### config.mk
export PLATFORM = sky130hd
export DESIGN_NAME = turfbus_master
export DESIGN_NICKNAME = d
export VERILOG_FILES = /design/src/rtl/turfbus_master.sv
export SDC_FILE = /design/constraint.sdc
export NUM_CORES = 1
export LEC_CHECK = 0
export BUFFER_PORTS_ARGS = -buffer_cell sky130_fd_sc_hd__buf_2
export CAP_MARGIN = 30
export CORE_MARGIN = 8
export CORE_UTILIZATION = 40
export CTS_CLUSTER_DIAMETER = 150
export DETAILED_ROUTE_END_ITERATION = 8
export SYNTH_ARGS = -nofsm -noshare
export SYNTH_HDL_FRONTEND = slang
export SYNTH_SLANG_ARGS = --single-unit
### constraint.sdc
create_clock -name wbs_clk_i -period 1.8 [get_ports wbs_clk_i]
set_input_delay 0.09 -clock wbs_clk_i [delete_from_list [all_inputs] [get_ports wbs_clk_i]]
set_output_delay 0.09 -clock wbs_clk_i [all_outputs]
set_load 0.005 [all_outputs]
### src/rtl/turfbus_master.sv
// turfbus_master: WISHBONE classic slave to TURFbus initiator.
// Each access becomes one TD/TREQ_neg/SREQ_neg link transaction.
`timescale 1ns/1ps
module turfbus_master #(
    parameter int          TIMEOUT  = 1023,
    parameter logic [31:0] ERR_DATA = 32'hDEADDEAD
) (
    input  logic        wbs_clk_i,
    input  logic        wbs_rst_n_i,
    input  logic        wbs_cyc_i,
    input  logic        wbs_stb_i,
    input  logic        wbs_we_i,
    input  logic [19:0] wbs_adr_i,
    input  logic [31:0] wbs_dat_i,
    input  logic [3:0]  wbs_sel_i,
    output logic [31:0] wbs_dat_o,
    output logic        wbs_ack_o,
    output logic        wbs_err_o,
    output logic        wbs_rty_o,
    output logic        TREQ_neg,
    input  logic        SREQ_neg,
    input  logic [7:0]  TD_i,
    output logic [7:0]  TD_o,
    output logic [7:0]  TD_oe,
    output logic        busy_o
);

    localparam int CW = $clog2(TIMEOUT + 1);

    typedef enum logic [3:0] {
        IDLE, HDR, ADR2, ADR1, ADR0,
        WD3, WD2, WD1, WD0,
        TURN, WAIT, RD2, RD1, RD0, DONE
    } state_t;

    state_t        state;
    logic          sreq_q;
    logic [7:0]    td_q;
    logic          we_q;
    logic [19:0]   adr_q;
    logic [31:0]   dat_q;
    logic [3:0]    sel_q;
    logic [23:0]   rdata;
    logic [CW-1:0] cnt;

    assign wbs_rty_o = 1'b0;

    always_ff @(posedge wbs_clk_i or negedge wbs_rst_n_i) begin
        if (!wbs_rst_n_i) begin
            state     <= IDLE;
            sreq_q    <= 1'b1;
            td_q      <= '0;
            we_q      <= 1'b0;
            adr_q     <= '0;
            dat_q     <= '0;
            sel_q     <= '0;
            rdata     <= '0;
            cnt       <= '0;
            TREQ_neg  <= 1'b1;
            TD_o      <= '0;
            TD_oe     <= 8'hFF;
            wbs_ack_o <= 1'b0;
            wbs_err_o <= 1'b0;
            wbs_dat_o <= '0;
            busy_o    <= 1'b0;
        end else begin
            sreq_q    <= SREQ_neg;
            td_q      <= TD_i;
            wbs_ack_o <= 1'b0;
            wbs_err_o <= 1'b0;
            unique case (state)
                IDLE: begin
                    if (wbs_cyc_i && wbs_stb_i && !wbs_ack_o && !wbs_err_o) begin
                        we_q     <= wbs_we_i;
                        adr_q    <= wbs_adr_i;
                        dat_q    <= wbs_dat_i;
                        sel_q    <= wbs_sel_i;
                        TD_o     <= {wbs_we_i, 3'b000, wbs_sel_i};
                        TREQ_neg <= 1'b0;
                        busy_o   <= 1'b1;
                        state    <= HDR;
                    end
                end
                HDR: begin
                    TD_o  <= {4'h0, adr_q[19:16]};
                    state <= ADR2;
                end
                ADR2: begin
                    TD_o  <= adr_q[15:8];
                    state <= ADR1;
                end
                ADR1: begin
                    TD_o  <= adr_q[7:0];
                    state <= ADR0;
                end
                ADR0: begin
                    if (we_q) begin
                        TD_o  <= dat_q[31:24];
                        state <= WD3;
                    end else begin
                        // hand TD to the SURF for one dead cycle
                        TD_o     <= '0;
                        TD_oe    <= '0;
                        TREQ_neg <= 1'b1;
                        state    <= TURN;
                    end
                end
                WD3: begin
                    TD_o  <= dat_q[23:16];
                    state <= WD2;
                end
                WD2: begin
                    TD_o  <= dat_q[15:8];
                    state <= WD1;
                end
                WD1: begin
                    TD_o  <= dat_q[7:0];
                    state <= WD0;
                end
                WD0: begin
                    TD_o     <= '0;
                    TREQ_neg <= 1'b1;
                    cnt      <= '0;
                    state    <= WAIT;
                end
                TURN: begin
                    cnt   <= '0;
                    state <= WAIT;
                end
                WAIT: begin
                    if (!sreq_q) begin
                        if (we_q) begin
                            wbs_ack_o <= wbs_cyc_i;
                            TD_oe     <= 8'hFF;
                            state     <= DONE;
                        end else begin
                            rdata[23:16] <= td_q;
                            state        <= RD2;
                        end
                    end else if (cnt == CW'(TIMEOUT)) begin
                        wbs_err_o <= wbs_cyc_i;
                        wbs_dat_o <= ERR_DATA;
                        TD_oe     <= 8'hFF;
                        state     <= DONE;
                    end else begin
                        cnt <= cnt + CW'(1);
                    end
                end
                RD2: begin
                    rdata[15:8] <= td_q;
                    state       <= RD1;
                end
                RD1: begin
                    rdata[7:0] <= td_q;
                    state      <= RD0;
                end
                RD0: begin
                    wbs_dat_o <= {rdata, td_q};
                    wbs_ack_o <= wbs_cyc_i;
                    TD_oe     <= 8'hFF;
                    state     <= DONE;
                end
                DONE: begin
                    busy_o <= 1'b0;
                    state  <= IDLE;
                end
                default: state <= IDLE;
            endcase
        end
    end

endmodule
==> summary.md, run 1 <==
| Metric | Value |
|---|---|
| Worst path top cell family by delay | simple AND/OR/NAND/NOR gates |
| DRC viols | 0 |
| Clk slew on worst S/H paths | 0.06 ns |
| Violated checks | negative setup slack |
| Sequential power share | 0.394 |
| Worst Setup End Kind | register |
| Total GRT Usage | 0.170 |
| WL/cell | 17.8 um |
| Master of the slowest instance on the critical path | or4b_4 |
| Crit-path max cell delay | 0.57 ns |
| CTS sink count | 145 |
| Vias in the first global route | 5145 |
| Final setup fails | 16 |
| Crit path time final | 1.82 ns |
| Simple-gate area share of the yosys netlist | 0.0892 |
| Placed cell count | 811 |
| Max Cap Viol | 0 |
| VDD IR max | 969 uV |
| Chip width | 141 um |
| Largest family of logic cells by synthesized area | multiplexers |
| CTS Buf Count | 17 |
| Peak Freq | 551 MHz |
| Final ANT Viol Nets | 0 |
| Core region area | 0.0152 sq mm |
| Worst hold path type | input pin to register |
| CP Data Required Time | 2.15 ns |
| Clk_lat worst skew | 0.42 ns |
| Worst-margin pin slew | 0.536 ns |
| Max-slew violation count | 0 |
| Hold Vio Cnt, Final | 0 |
| Most common cell after layout, fill and taps aside | dfrtp_1 |
| CP Buf/Inv Count | 1 |
| H-tree depth | 4 |
| Root Buffer | clkbuf_16 |
| Via Count | 4825 |
| Via density | 5.29 |
| Synth Area in XOR/XNOR | 0 |
| Cell count after synthesis | 488 |
| Final setup margin | -0.0151 ns |
| First-pass iteration count of the detailed router | 4 |
| Row count | 45 |
| Synth Register Bits | 145 |
| Internal power | 9520 uW |
| DR iter-0 viols | 288 |
| Ant diodes | 0 |
| Fin area | 0.00864 sq mm |
| Cell area power density | 1620 mW/mm^2 |
| Setup repair after global routing missed its margin | yes |
| Die ar. | 0.0199 sq mm |
| Rel. slew slack | 0.642 |
| Area grow syn2layout | 38.5% |
| Lkg Pwr | 0.00399 uW |
| Clock skew | 0.00734 ns |
| Ys async rst share | 1.00 |
| Chip height | 141 um |
| Layout cells sized above 1 | 0.436 |
| Switch share | 0.322 |
| Syn avg cell area | 12.8 sq um |
| Clock power frac | 0.247 |
| Critical path startpoint category | register |
| Initial antenna violation count | 0 |
| WP data arrival | 2.17 ns |
| Status | finished, violations left |
| Post-synthesis cell type count | 61 |
| Post-synthesis mux area share | 0.159 |
| First-pass GRT wire length | 26600 um |
| NetSw | 4520 uW |
| IO Pins | 123 |
| Synthesized area | 0.00624 sq mm |
| I/O Buffers | 121 |
| GRT overflow | 0 |
| Non-filler cells, final | 912 |
| Initial Util | 0.410 |
| CTS max path bufs | 2 |
| YS warnings | 0 |
| Fin crit share | 1.01 |
| Final layout net count | 783 |
| Crit Path Category | register to register |
| Critical-path cell list | ha_2, nand3_2, or4b_4, o21ai_4, buf_12, o22a_1 |
| Main synth FF type | dfrtp_1 |
| Worst Path Max Fanout | 22 |
| Post-synth EDFFs | 0 |
| DP HPWL | 11300 um |
| Seq/Total Area, Yosys | 0.582 |
| Syn Nets | 559 |
| Largest net degree at the start of global routing | 49 |
| Final hold slack | 0.0180 ns |
| Logic pwr share | 0.359 |
| Adder-cell area share of the yosys netlist | 0.00201 |
| GP Congestion | 0.833 |
| Placed inst area | 0.00731 sq mm |
| CTS tree | done |
| Commonest cells after routing, fill and taps aside | 139 x dfrtp_1, 120 x buf_2, 78 x mux2_2 |
| WL final | 16300 um |
| Compound-Gate Fraction of Synth Area | 0.130 |
power by group through the flow:
stage                     sequential [uW]  clock, uW  combinational (uW)
after floorplan                      5300          0                3140
final                                5540       3460                5040
after detailed placement             5580          0                4810
after global routing                 5710       3690                5530
after CTS                            5540       3540                4990
after global placement               5520          0                4690
state kept, by name (all words and copies together), names as in the netlist, 4 cells and up:
name and count:
rdata 24, wbs_dat_o 32, td_q 8, dat_q 32, TD_o 8, adr_q 20, state 4, cnt 10
cell type report:
class / instances / area (sq um)
Clock buffer: 20 / 457
Clock inverter: 11 / 130
Fill cell: 1279 / 6560
Inverter: 8 / 30.0
Multi-Input combinational cell: 302 / 2430
Sequential cell: 145 / 3640
Tap cell: 188 / 235
Timing Repair Buffer: 238 / 1720
worst paths after layout:
path	start	to	slack, ns	cells after the start
max	cnt[1]$_DFFE_PN0P_	wbs_dat_o[27]$_DFFE_PN0P_	-0.02	6
min	wbs_sel_i[2]	TD_o[2]$_DFFE_PN0P_	0.02	3
max reg2reg	cnt[1]$_DFFE_PN0P_	wbs_dat_o[27]$_DFFE_PN0P_	-0.02	6
min reg2reg	wbs_dat_o[7]$_DFFE_PN0P_	wbs_dat_o[7]$_DFFE_PN0P_	0.48	1
max in group asynchronous	wbs_rst_n_i	rdata[19]$_DFFE_PN0P_	0.88	3
min in group asynchronous	wbs_rst_n_i	wbs_dat_o[25]$_DFFE_PN0P_	0.18	2
cells by family after synthesis:
logic type	Yosys count
compound gates	109
fa+ha+maj	1
buf+inv	42
flops	145
mux	88
other cells	1
simple gates	102
routing by layer:
metal	track usage	wire, um
met5	0	0
met4	0.0667	300
met3	0.0503	999
met2	0.275	7760
met1	0.210	7210
worst register-to-register path, stage by stage (launching register included):
cell     delay, ns
dfrtp_1       0.37
ha_2          0.20
nand3_2       0.08
or4b_4        0.57
o21ai_4       0.19
buf_12        0.18
o22a_1        0.16
through the flow:
| stage | utilization | setup TNS (ns) | worst slack, ns | power [uW] |
|---|---|---|---|---|
| global placement | 0.481 | -1.61 | -0.0416 | 10200 |
| finish | 0.568 | -0.0927 | -0.0151 | 14000 |
| global route | 0.568 | -2.36 | -0.0831 | 14900 |
| CTS | 0.564 | -0.0174 | -0.0174 | 14100 |
| floorplan | - | 0 | 0.000138 | 8440 |
| detailed placement | 0.481 | -2.48 | -0.0783 | 10400 |
cells in the mapped netlist, drive strengths merged, types with 7 or more instances:
cell type | instances | area share
inv | 7 | 0.0042
buf | 26 | 0.027
mux2i | 9 | 0.014
o21ai | 19 | 0.018
o22a | 22 | 0.031
nor3 | 10 | 0.011
nand3 | 10 | 0.010
a22o | 13 | 0.018
dfrtp | 142 | 0.57
nand2 | 31 | 0.019
a31oi | 9 | 0.010
nor2 | 27 | 0.017
clkbuf | 8 | 0.0048
mux2 | 78 | 0.14
a21oi | 16 | 0.013
what timing repair did:
item                                    4_1_cts  5_1_grt
buffers inserted                              0        4
pin swaps                                     2        8
hold buffers                                 65        0
resized for setup                             4       13
endpoints found under the hold margin       110        0
endpoints found under the setup margin       92       54
cloned                                        1        0
Power figures use the tool's default switching activity.
==> run 2: changes to the inputs <==
--- a/config.mk
+++ b/config.mk
@@ -5,12 +5,14 @@
 export SDC_FILE = /design/constraint.sdc
 export NUM_CORES = 1
 export LEC_CHECK = 0
+export ABC_AREA = 1
 export BUFFER_PORTS_ARGS = -buffer_cell sky130_fd_sc_hd__buf_2
 export CAP_MARGIN = 30
 export CORE_MARGIN = 8
 export CORE_UTILIZATION = 40
 export CTS_CLUSTER_DIAMETER = 150
 export DETAILED_ROUTE_END_ITERATION = 8
+export GPL_ROUTABILITY_DRIVEN = 0
 export SYNTH_ARGS = -nofsm -noshare
 export SYNTH_HDL_FRONTEND = slang
 export SYNTH_SLANG_ARGS = --single-unit
==> run 2 against run 1 <==
Effect of this change: the flow now finishes without violations; clock skew is 0.0047 ns higher; sequential cell count stayed put; register-to-register slack better by 0.17 ns; setup slack improved by 0.17 ns; sequential share of layout area shrank 0.71 points; count of clock-buffer cells in the layout unchanged; non-clock buffer count down 31; critical path depth rose by 2; core utilization decreased by 1.8 points; sequential power decreased by 3.8%.
==> summary.md, run 2 <==
| Metric | Value |
|---|---|
| Status | completed |
| Critical-path cell list | ha_1, nand2_2, nor2_2, nand3_2, nand2_2, nand3b_4, buf_12, a21oi_2 |
| Peak Freq | 608 MHz |
| Top cell type by total area after synthesis | dfrtp_1 |
| Cell count after synthesis | 785 |
| Synthesized area | 0.00654 sq mm |
| Ys async rst share | 1.00 |
| Reg2Reg Depth | 8 |
| Seq/Total Area, Yosys | 0.555 |
| Initial antenna violation count | 1 |
| H-tree depth | 4 |
| Fin crit share | 0.914 |
| Main synth FF type | dfrtp_1 |
| DRC viols | 0 |
| CTS Buf Count | 17 |
| Hold Path Depth | 5 |
| IO Pins | 123 |
| Main area contributors after synthesis | dfrtp_1 54%, nand2_1 13%, inv_1 6.1% |
| Count leader, synth | nand2_1 |
| Row count | 46 |
| Via Count | 5556 |
| Max-slew violation count | 0 |
| I/O Buffers | 121 |
| Most used cell, CP | nand2_2 |
| Worst Path Max Fanout | 16 |
| Lkg Pwr | 0.00470 uW |
| DP HPWL | 11800 um |
| Total GRT Usage | 0.175 |
| Multi-input gate area | 0.00231 sq mm |
| Syn avg cell area | 8.34 sq um |
| Setup TNS | 0 ns |
| DR iter-0 viols | 323 |
| CTS max path bufs | 2 |
| Worst hold path type | input pin to register |
| Worst-margin pin slew | 0.566 ns |
| CP Buf/Inv Count | 1 |
| Clock skew | 0.0120 ns |
| Final layout net count | 1050 |
| Master of the slowest instance on the critical path | dfrtp_1 |
| Reg2Reg Capture Point | wbs_dat_o[18]$_DFFE_PN0P_ |
| Post-synth top cells | 230 x nand2_1, 142 x dfrtp_1, 106 x inv_1, 80 x nor2_1, 66 x o21ai_0 |
| WL/cell | 14.2 um |
| Commonest cells after routing, fill and taps aside | 228 x nand2_1, 142 x dfrtp_1, 120 x buf_2 |
| Worst Setup End Kind | register |
| Syn Nets | 856 |
| Largest net degree at the start of global routing | 108 |
| Final setup fails | 0 |
| Worst path top cell family by delay | simple AND/OR/NAND/NOR gates |
| R2R Setup Slk | 0.15 ns |
| First-pass GRT wire length | 28300 um |
| Final ANT Viol Nets | 0 |
| Core region area | 0.0159 sq mm |
| Post-synthesis cell type count | 34 |
| Crit path time final | 1.65 ns |
| Clk slew on worst S/H paths | 0.06 ns |
| Setup repair after global routing missed its margin | no |
| Fin area | 0.00878 sq mm |
| Crit-path max cell delay | 0.39 ns |
| Fin util | 0.551 |
| Critical path startpoint category | register |
| Most common cell after layout, fill and taps aside | nand2_1 |
| FF+latch area | 0.00363 sq mm |
| Area grow syn2layout | 34.2% |
| Clk_lat worst skew | 0.42 ns |
| Chip height | 144 um |
| VDD IR max | 987 uV |
| Initial Util | 0.410 |
| CTS tree | done |
| WP data arrival | 2.00 ns |
| # fillers | 1459 |
| Root Buffer | clkbuf_16 |
| Post-synth EDFFs | 0 |
| WL final | 17200 um |
| Worst slack at placement | 0.0770 ns |
| Die ar. | 0.0207 sq mm |
| First-pass iteration count of the detailed router | 5 |
| Crit Path Category | register to register |
| YS warnings | 0 |
| CTS sink count | 145 |
| Layout cells sized above 1 | 0.223 |
| Cell area power density | 1520 mW/mm^2 |
| Reg-to-Reg Start | cnt[1]$_DFFE_PN0P_ |
| Chip width | 144 um |
| GRT overflow | 0 |
| Min-delay src | wbs_sel_i[3] |
| Final setup margin | 0.154 ns |
| Hold Vio Cnt, Final | 0 |
| Max Cap Viol | 0 |
| Hold endpoint | TD_o[3]$_DFFE_PN0P_ |
| CP Data Required Time | 2.15 ns |
| Placed inst area | 0.00744 sq mm |
| Synth Register Bits | 145 |
| Yosys top cell area share | 0.543 |
| Rel. slew slack | 0.621 |
| Via density | 4.60 |
| Vias in the first global route | 5529 |
| Biggest regs | dat_q x32, wbs_dat_o x32, rdata x24 |
## run 2: final cells by class
| cell class | count | area share |
|---|---|---|
| antenna | 1 | 0.000285 |
| clock buffer | 20 | 0.0520 |
| clock inverter | 12 | 0.0234 |
| inverter | 111 | 0.0474 |
| multi-input combinational | 497 | 0.263 |
| sequential | 145 | 0.414 |
| tap | 216 | 0.0308 |
| timing repair buffer | 207 | 0.170 |
## run 2: worst register-to-register path: cells and delay by family, from the launching register on
family | cells | cell delay [ns]
adder cells (fa/ha/maj) | 1 | 0.20
AO/OA/AOI/OAI | 1 | 0.14
AND/OR/NAND/NOR | 5 | 0.65
flip-flops | 1 | 0.39
buffers and inverters | 1 | 0.21
## run 2: what timing repair did
action | 4_1_cts | 5_1_grt
hold endpoints to repair | 185 | 0
setup buffers | 0 | 0
gates resized for setup | 0 | 4
hold buffers | 66 | 0
endpoints found under the setup margin | 0 | 36
## run 2: where the power goes
| part | internal (uW) | switching (uW) |
|---|---|---|
| Combinational | 1670 | 2400 |
| Clock | 2540 | 1390 |
| Sequential | 4540 | 788 |
## run 2: metal layers
| metal | track usage | up-vias | wire length [um] |
|---|---|---|---|
| met3 | 0.0518 | 21 | 1130 |
| met4 | 0.0504 | 0 | 246 |
| met2 | 0.269 | 153 | 7940 |
| met1 | 0.234 | 2563 | 7870 |
| li1 | - | 2819 | - |
| met5 | 0 | - | 0 |
## run 2: kinds of logic after synthesis
logic type,synth area share
other,0.000573
adders and majority gates,0.00191
buffers and inverters,0.0937
AOI/OAI and AO/OA,0.108
and+or+nand+nor,0.238
xor gates and xnor gates,0.00268
DFF,0.555
## run 2: metrics by stage
stage          power [uW]  std cells  hold slack (ns)
2_1_floorplan        7830        785           -0.206
3_3_place_gp         9240       1110           0.0166
3_5_place_dp         9340       1110           0.0148
4_1_cts             13400       1208          0.00250
5_1_grt             14300       1209           0.0310
6_report            13300       1209           0.0151
## run 2: how the worst max path moves through the flow
stage                       startpoint                         to  cells after the start
CTS                 cnt[1]$_DFFE_PN0P_  wbs_dat_o[22]$_DFFE_PN0P_                      9
detailed placement  cnt[1]$_DFFE_PN0P_  wbs_dat_o[22]$_DFFE_PN0P_                      9
finish              cnt[1]$_DFFE_PN0P_  wbs_dat_o[18]$_DFFE_PN0P_                      8
global placement    cnt[1]$_DFFE_PN0P_  wbs_dat_o[29]$_DFFE_PN0P_                      9
floorplan           cnt[0]$_DFFE_PN0P_   wbs_dat_o[1]$_DFFE_PN0P_                      9
global route        cnt[1]$_DFFE_PN0P_   wbs_dat_o[0]$_DFFE_PN0P_                      8
